===== src/rtl/bconv_pkg.sv =====
// Shared types and default geometry for the binary-convolution window sequencer.
package bconv_pkg;

  typedef enum logic [1:0] {
    ST_IDLE  = 2'd0,
    ST_ISSUE = 2'd1,
    ST_DRAIN = 2'd2,
    ST_DONE  = 2'd3
  } state_t;

  // $clog2 that never yields a zero-width vector
  function automatic int unsigned clog2_min1(input int unsigned n);
    return (n > 1) ? $clog2(n) : 1;
  endfunction

  localparam int unsigned DEF_INPUT_H  = 28;
  localparam int unsigned DEF_INPUT_W  = 28;
  localparam int unsigned DEF_K_H      = 3;
  localparam int unsigned DEF_K_W      = 3;
  localparam int unsigned DEF_OUTPUT_H = DEF_INPUT_H - DEF_K_H + 1;
  localparam int unsigned DEF_OUTPUT_W = DEF_INPUT_W - DEF_K_W + 1;
  localparam int unsigned PCW          = $clog2(DEF_K_H * DEF_K_W + 1);
  localparam int unsigned ROW_W        = clog2_min1(DEF_OUTPUT_H);
  localparam int unsigned COL_W        = clog2_min1(DEF_OUTPUT_W);

endpackage


===== src/rtl/bconv_window_sequencer_if.sv =====
// Window-issue, result-return and output-write signals between sequencer and datapath/storage.
interface bconv_window_sequencer_if
  import bconv_pkg::*;
#(
  parameter int unsigned ROW_W = bconv_pkg::ROW_W,
  parameter int unsigned COL_W = bconv_pkg::COL_W,
  parameter int unsigned PCW   = bconv_pkg::PCW
);
  logic             win_valid;
  logic             win_ready;
  logic [ROW_W-1:0] win_row;
  logic [COL_W-1:0] win_col;
  logic             res_valid;
  logic [PCW-1:0]   res_popcount;
  logic             out_we;
  logic [ROW_W-1:0] out_row;
  logic [COL_W-1:0] out_col;
  logic             out_bit;

  modport master (
    output win_valid, win_row, win_col, out_we, out_row, out_col, out_bit,
    input  win_ready, res_valid, res_popcount
  );

  modport slave (
    input  win_valid, win_row, win_col, out_we, out_row, out_col, out_bit,
    output win_ready, res_valid, res_popcount
  );
endinterface


===== src/rtl/bconv_raster_counter.sv =====
// Row/col raster counter with clear, enable and a last-position flag.
module bconv_raster_counter #(
  parameter int unsigned ROWS  = 26,
  parameter int unsigned COLS  = 26,
  parameter int unsigned ROW_W = 5,
  parameter int unsigned COL_W = 5
) (
  input  logic             clk,
  input  logic             rst_n,
  input  logic             i_clr,
  input  logic             i_en,
  output logic [ROW_W-1:0] o_row,
  output logic [COL_W-1:0] o_col,
  output logic             o_last_c
);
  logic [ROW_W-1:0] r_row;
  logic [COL_W-1:0] r_col;
  logic             w_col_wrap;

  assign w_col_wrap = (r_col == COL_W'(COLS - 1));
  assign o_last_c   = w_col_wrap && (r_row == ROW_W'(ROWS - 1));
  assign o_row      = r_row;
  assign o_col      = r_col;

  always_ff @(posedge clk) begin
    if (!rst_n || i_clr) begin
      r_row <= '0;
      r_col <= '0;
    end else if (i_en) begin
      if (w_col_wrap) begin
        r_col <= '0;
        r_row <= o_last_c ? '0 : r_row + ROW_W'(1);
      end else begin
        r_col <= r_col + COL_W'(1);
      end
    end
  end
endmodule


===== src/rtl/bconv_window_sequencer.sv =====
// Walks every KxK window in raster order, issues it to the XNOR/popcount datapath and
// binarizes the in-order results into the output map.
module bconv_window_sequencer
  import bconv_pkg::*;
#(
  parameter int unsigned INPUT_H         = DEF_INPUT_H,
  parameter int unsigned INPUT_W         = DEF_INPUT_W,
  parameter int unsigned K_H             = DEF_K_H,
  parameter int unsigned K_W             = DEF_K_W,
  parameter int unsigned OUTPUT_H        = INPUT_H - K_H + 1,
  parameter int unsigned OUTPUT_W        = INPUT_W - K_W + 1,
  parameter int unsigned MAX_OUTSTANDING = 4,
  localparam int unsigned TH_W           = $clog2(K_H * K_W + 1)
) (
  input  logic            clk,
  input  logic            rst_n,
  input  logic            start,
  input  logic [TH_W-1:0] threshold,
  output logic            busy,
  output logic            done,
  bconv_window_sequencer_if.master bus
);
  localparam int unsigned R_W = clog2_min1(OUTPUT_H);
  localparam int unsigned C_W = clog2_min1(OUTPUT_W);
  localparam int unsigned OCW = clog2_min1(MAX_OUTSTANDING + 1);

  state_t          r_state;
  logic [TH_W-1:0] r_thr;
  logic [OCW-1:0]  r_outstanding;
  logic            r_win_valid;
  logic            r_out_we;
  logic            r_out_bit;
  logic            r_out_last;
  logic [R_W-1:0]  r_out_row;
  logic [C_W-1:0]  r_out_col;
  logic            r_busy;
  logic            r_done;

  logic            w_accept_start;
  logic            w_hs;
  logic            w_res_ok;
  logic            w_room;
  logic [OCW-1:0]  w_outstanding_nxt;
  logic [R_W-1:0]  w_iss_row;
  logic [C_W-1:0]  w_iss_col;
  logic            w_iss_last;
  logic [R_W-1:0]  w_wr_row;
  logic [C_W-1:0]  w_wr_col;
  logic            w_wr_last;

  assign w_accept_start    = start && ((r_state == ST_IDLE) || (r_state == ST_DONE));
  assign w_hs              = r_win_valid && bus.win_ready;
  // A result with nothing outstanding is a protocol error and is dropped
  assign w_res_ok          = bus.res_valid && (r_outstanding != '0);
  assign w_outstanding_nxt = r_outstanding + OCW'(w_hs) - OCW'(w_res_ok);
  assign w_room            = (w_outstanding_nxt < OCW'(MAX_OUTSTANDING));

  bconv_raster_counter #(.ROWS(OUTPUT_H), .COLS(OUTPUT_W), .ROW_W(R_W), .COL_W(C_W)) u_issue_cnt (
    .clk      (clk),
    .rst_n    (rst_n),
    .i_clr    (w_accept_start),
    .i_en     (w_hs),
    .o_row    (w_iss_row),
    .o_col    (w_iss_col),
    .o_last_c (w_iss_last)
  );

  bconv_raster_counter #(.ROWS(OUTPUT_H), .COLS(OUTPUT_W), .ROW_W(R_W), .COL_W(C_W)) u_write_cnt (
    .clk      (clk),
    .rst_n    (rst_n),
    .i_clr    (w_accept_start),
    .i_en     (w_res_ok),
    .o_row    (w_wr_row),
    .o_col    (w_wr_col),
    .o_last_c (w_wr_last)
  );

  // Pass control plus all registered outputs
  always_ff @(posedge clk) begin
    if (!rst_n) begin
      r_state       <= ST_IDLE;
      r_thr         <= '0;
      r_outstanding <= '0;
      r_win_valid   <= 1'b0;
      r_out_we      <= 1'b0;
      r_out_bit     <= 1'b0;
      r_out_last    <= 1'b0;
      r_out_row     <= '0;
      r_out_col     <= '0;
      r_busy        <= 1'b0;
      r_done        <= 1'b0;
    end else begin
      r_out_we      <= w_res_ok;
      r_out_bit     <= w_res_ok && (bus.res_popcount >= r_thr);
      r_out_last    <= w_res_ok && w_wr_last;
      r_outstanding <= w_outstanding_nxt;
      if (w_res_ok) begin
        r_out_row <= w_wr_row;
        r_out_col <= w_wr_col;
      end
      case (r_state)
        ST_IDLE, ST_DONE: begin
          if (start) begin
            r_state       <= ST_ISSUE;
            r_thr         <= threshold;
            r_outstanding <= '0;
            r_win_valid   <= 1'b1;
            r_busy        <= 1'b1;
            r_done        <= 1'b0;
          end
        end
        ST_ISSUE: begin
          if (w_hs && w_iss_last) begin
            r_state     <= ST_DRAIN;
            r_win_valid <= 1'b0;
          end else begin
            r_win_valid <= w_room;
          end
        end
        ST_DRAIN: begin
          if (r_out_we && r_out_last) begin
            r_state <= ST_DONE;
            r_busy  <= 1'b0;
            r_done  <= 1'b1;
          end
        end
        default: r_state <= ST_IDLE;
      endcase
    end
  end

  assign bus.win_valid = r_win_valid;
  assign bus.win_row   = w_iss_row;
  assign bus.win_col   = w_iss_col;
  assign bus.out_we    = r_out_we;
  assign bus.out_row   = r_out_row;
  assign bus.out_col   = r_out_col;
  assign bus.out_bit   = r_out_bit;
  assign busy          = r_busy;
  assign done          = r_done;

  a_no_orphan_result: assert property (@(posedge clk) disable iff (!rst_n)
    !(bus.res_valid && (r_outstanding == '0)));

endmodule

===== src/flat_wrapper.sv =====
// flat-port wrapper written by rule: the top's interface ports become plain ports
module bconv_window_sequencer_flat import bconv_pkg::*;
#(
  parameter int unsigned INPUT_H         = DEF_INPUT_H,
  parameter int unsigned INPUT_W         = DEF_INPUT_W,
  parameter int unsigned K_H             = DEF_K_H,
  parameter int unsigned K_W             = DEF_K_W,
  parameter int unsigned OUTPUT_H        = INPUT_H - K_H + 1,
  parameter int unsigned OUTPUT_W        = INPUT_W - K_W + 1,
  parameter int unsigned MAX_OUTSTANDING = 4,
  localparam int unsigned TH_W           = $clog2(K_H * K_W + 1)
)
  (clk, rst_n, start, threshold, busy, done, bus_win_valid, bus_win_row, bus_win_col, bus_out_we, bus_out_row, bus_out_col, bus_out_bit, bus_win_ready, bus_res_valid, bus_res_popcount);
  bconv_window_sequencer_if bus_i ();
  input  logic clk;
  input  logic rst_n;
  input  logic start;
  input  logic [TH_W-1:0] threshold;
  output logic busy;
  output logic done;
  output wire logic [$bits(bus_i.win_valid)-1:0] bus_win_valid;
  output wire logic [$bits(bus_i.win_row)-1:0] bus_win_row;
  output wire logic [$bits(bus_i.win_col)-1:0] bus_win_col;
  output wire logic [$bits(bus_i.out_we)-1:0] bus_out_we;
  output wire logic [$bits(bus_i.out_row)-1:0] bus_out_row;
  output wire logic [$bits(bus_i.out_col)-1:0] bus_out_col;
  output wire logic [$bits(bus_i.out_bit)-1:0] bus_out_bit;
  input wire logic [$bits(bus_i.win_ready)-1:0] bus_win_ready;
  input wire logic [$bits(bus_i.res_valid)-1:0] bus_res_valid;
  input wire logic [$bits(bus_i.res_popcount)-1:0] bus_res_popcount;
  assign bus_win_valid = bus_i.win_valid;
  assign bus_win_row = bus_i.win_row;
  assign bus_win_col = bus_i.win_col;
  assign bus_out_we = bus_i.out_we;
  assign bus_out_row = bus_i.out_row;
  assign bus_out_col = bus_i.out_col;
  assign bus_out_bit = bus_i.out_bit;
  assign bus_i.win_ready = bus_win_ready;
  assign bus_i.res_valid = bus_res_valid;
  assign bus_i.res_popcount = bus_res_popcount;
  bconv_window_sequencer #(.INPUT_H(INPUT_H), .INPUT_W(INPUT_W), .K_H(K_H), .K_W(K_W), .OUTPUT_H(OUTPUT_H), .OUTPUT_W(OUTPUT_W), .MAX_OUTSTANDING(MAX_OUTSTANDING)) u_core (.clk(clk), .rst_n(rst_n), .start(start), .threshold(threshold), .busy(busy), .done(done), .bus(bus_i));
endmodule

===== config.mk =====
export PLATFORM = sky130hd
export DESIGN_NAME = bconv_window_sequencer_flat
export DESIGN_NICKNAME = d
export VERILOG_FILES = /design/src/rtl/bconv_pkg.sv /design/src/rtl/bconv_window_sequencer_if.sv /design/src/rtl/bconv_raster_counter.sv /design/src/rtl/bconv_window_sequencer.sv /design/src/flat_wrapper.sv
export SDC_FILE = /design/constraint.sdc
export NUM_CORES = 1
export LEC_CHECK = 0
export BUFFER_PORTS_ARGS = -buffer_cell sky130_fd_sc_hd__buf_2
export CAP_MARGIN = 10
export CORE_UTILIZATION = 55
export CTS_CLUSTER_DIAMETER = 150
export DETAILED_ROUTE_END_ITERATION = 10
export HOLD_SLACK_MARGIN = 0.02
export PLACE_DENSITY = 0.83
export SYNTH_ARGS = -nofsm -noshare
export SYNTH_HDL_FRONTEND = slang
export SYNTH_SLANG_ARGS = --single-unit

===== constraint.sdc =====
create_clock -name clk -period 3.43 [get_ports clk]
set_clock_uncertainty 0.1 [all_clocks]
set_input_delay 1.029 -clock clk [delete_from_list [all_inputs] [get_ports clk]]
set_output_delay 1.029 -clock clk [all_outputs]
set_load 0.01 [all_outputs]

==> qor.csv <==
stage,metric,value,unit
timing,finalSetupTns,0,ps
min_path,whs_path_depth,2,
clock_tree,cts_root_buffer,clkbuf_8,
die,start_util,0.578,
critical_path,cp-end-kind,register,
power,peakVddDrop,0.458,mV
logic_synthesis,yosys.area.top_type,dfxtp_1,
placed_design,gp_congestion,0.769,
clock_tree,numCtsBuffers,5,
cells_and_area,syn2layout_area_growth,16.3,%
timing,hold_viol_final,0,
global_route,grt.overflow.total,0,
run,maxCapViolCount,0,
die,dieHeight,64.5,µm
global_route,grt_pass1_wl,6970,µm
global_route,grt_max_degree,27,
critical_path,crit_chain,o31ai_4 > inv_4 > ha_1 > inv_1 > ha_1 > inv_1 > fa_1 > xor2_1 > xnor2_1 > nand2b_1 > a21oi_1,
detailed_routing,drtIter0Drc,105,
cells_and_area,fin_area,2500,µm²
logic_synthesis,avgSynthCellArea,8.76,µm²
placed_design,numPlacedInstances,326,
critical_path,worstPathRequired,3570,ps
detailed_routing,drc,0,
logic_synthesis,ys.flop_type,dfxtp_1,
logic_synthesis,synth-edff-count,0,
critical_path,cp.arrival,2910,ps
critical_path,critical-path-top-delay-family,adder cells,
critical_path,cp_slowest_cell,o31ai_4,
die,fp.coreArea,3720,µm²
die,io_pins,38,
clock_tree,cts-htree-levels,2,
clock_tree,clk_latency,300,ps
critical_path,rr_endpoint,u_core.bus.win_valid$_SDFFE_PN0P_,
clock_tree,cts_setup_buffers,0,
global_route,grt_use_total,0.221,
critical_path,r2r_start,u_core.r_outstanding[1]$_SDFF_PN0_,
timing,period_needed,2780,ps
critical_path,path_depth,11,
clock_tree,cts_tree,done,
critical_path,critical_path_class,register to register,
placed_design,placed_area,2390,µm²
cells_and_area,final_common_cell,dfxtp_1,
logic_synthesis,synth_top_area_frac,0.420,
detailed_routing,num_vias,1768,
timing,max-slew-margin-rel,0.511,
detailed_routing,post_drt_wl_per_cell,12.2,µm
timing,worst_slack,652,ps
placed_design,post-place-ws,389,ps
placed_design,portBuffers,37,
detailed_routing,totalWireLength,4080,µm
critical_path,rrSetupSlack,650,ps
min_path,min_from,u_core.r_thr[3]$_SDFFE_PN0P_,
power,total_power,1.53,mW
logic_synthesis,ys.warnings.count,0,
detailed_routing,postRouteAntennaNets,0,
min_path,hold_class,register to register,
die,die_w,64.5,µm
placed_design,dp_hpwl,2990,µm
power,p_per_area,612,nW/µm²
logic_synthesis,synth_seq_cells,45,
cells_and_area,drive_above_1_share,0.189,
critical_path,critPathBufInv,3,
timing,finalMaxSlewViolations,0,
global_route,grt_pass1_vias,1634,
status,status,"complete, no violations",
timing,finalSetupViolCount,0,
timing,worst_slew_pin_slew,734,ps
detailed_routing,routed_via_density,5.29,
logic_synthesis,synth_area,2150,µm²
global_route,antenna_found_initial,0,
cells_and_area,antenna_cells,0,
cells_and_area,finalNonFillerCells,334,
clock_tree,clk_path_buf_depth,2,
clock_tree,cts.repair.resized,0,
critical_path,max_stage_delay,690,ps
logic_synthesis,synth_nets,276,
clock_tree,clock_sinks,45,
logic_synthesis,yosys-top-cells-area,"dfxtp_1, ha_1, nand2_1, a21boi_0, nor2_1",
critical_path,ff2ff_path_depth,11,
clock_tree,holdBufCountCts,0,
min_path,min_to,u_core.r_thr[3]$_SDFFE_PN0P_,
cells_and_area,fin_nets,316,
clock_tree,clkSlewWorstSetupHoldPaths,80,ps
critical_path,worstPathMaxFanout,17,
logic_synthesis,synthDistinctLibCells,41,
timing,fin_crit_sh,0.810,
timing,rsz0062_at_grt,false,
logic_synthesis,ys_seq_area_frac,0.420,
critical_path,critPathLaunchType,register,
detailed_routing,drtPass1Iterations,4,
logic_synthesis,async_reset_ff_frac,0,
die,dieArea,4160,µm²
logic_synthesis,synthCells,245,
die,rows,22,
power,p_leak,1.07,nW
cells_and_area,mostFrequentLayoutCells,"dfxtp_1, buf_2, nand2_1",
timing,fmax,360,MHz
-- worst reg2reg max path: cells and delay by family (launching register included) --
family / cells / cell delay [ps]
flip-flops: 1 / 370
XOR/XNOR: 2 / 350
buffers and inverters: 3 / 150
adder cells (fa/ha/maj): 3 / 850
AO/OA/AOI/OAI: 2 / 800
AND/OR/NAND/NOR: 1 / 80
-- stage by stage --
stage / util / hold slack [ps]
after floorplan: - / 343
after global placement: 0.642 / 347
after detailed placement: 0.642 / 356
after CTS: 0.672 / 367
after global routing: 0.672 / 392
final: 0.672 / 362
-- how the worst max path moves through the flow --
stage	endpoint	slack, ps	start
3_5_place_dp	u_core.bus.win_valid$_SDFFE_PN0P_	390	bus_res_valid
2_1_floorplan	u_core.bus.win_valid$_SDFFE_PN0P_	490	bus_res_valid
4_1_cts	u_core.bus.win_valid$_SDFFE_PN0P_	650	u_core.r_outstanding[1]$_SDFF_PN0_
5_1_grt	u_core.bus.win_valid$_SDFFE_PN0P_	440	u_core.r_outstanding[1]$_SDFF_PN0_
3_3_place_gp	u_core.bus.win_valid$_SDFFE_PN0P_	450	bus_res_valid
6_report	u_core.bus.win_valid$_SDFFE_PN0P_	650	u_core.r_outstanding[1]$_SDFF_PN0_
-- cells by family after synthesis --
group                      synth area share
AOI/OAI and AO/OA                     0.154
xor gates and xnor gates             0.0245
adders and majority gates             0.108
buffers and inverters                0.0443
DFF                                   0.420
muxes                                0.0239
and+or+nand+nor                       0.226
-- final cells by class --
class / count / area, µm²
Clock buffer: 6 / 72.6
Timing Repair Buffer: 40 / 208
Multi-Input combinational cell: 176 / 1150
Clock inverter: 2 / 38.8
Fill cell: 317 / 1220
Tap cell: 48 / 60.1
Sequential cell: 45 / 901
Inverter: 17 / 66.3
-- report_power, final --
part	switching (mW)	internal, mW
clock network	0.179	0.219
logic	0.296	0.195
registers	0.0543	0.586
total	0.529	0.999
-- synth_stat cells, drive strengths merged (3+ instances only) --
cell type	n
xor2	4
and3	3
a21oi	11
nor3	5
dfxtp	45
mux2i	4
a21boi	16
ha	17
inv	16
nand2	36
clkbuf	5
nor2	20
or3	4
a31oi	3
o21ai	8
nand4b	3
a311oi	3
nand2b	3
nor2b	4
nand3	12
-- metal layers --
metal | up-vias | GRT usage | wire length (µm)
li1 | 921 | - | -
met1 | 808 | 0.263 | 1860
met2 | 34 | 0.374 | 2010
met3 | 5 | 0.0581 | 138
met4 | 0 | 0.0917 | 70
met5 | - | 0 | 0
-- sequential cells by signal, indices dropped and copies added (netlist names) --
name and cells:
u_core.r_thr 4, u_core.r_outstanding 3, u_core.r_state 2, u_core.bus.out_we 1, u_core.u_write_cnt.o_col 5, u_core.bus.out_bit 1
u_core.u_issue_cnt.o_row 5, u_core.bus.win_valid 1, u_core.u_issue_cnt.o_col 5, u_core.r_out_last 1, u_core.bus.out_row 5, u_core.busy 1
u_core.u_write_cnt.o_row 5, u_core.done 1, u_core.bus.out_col 5
(Power assumes the default switching activity.)
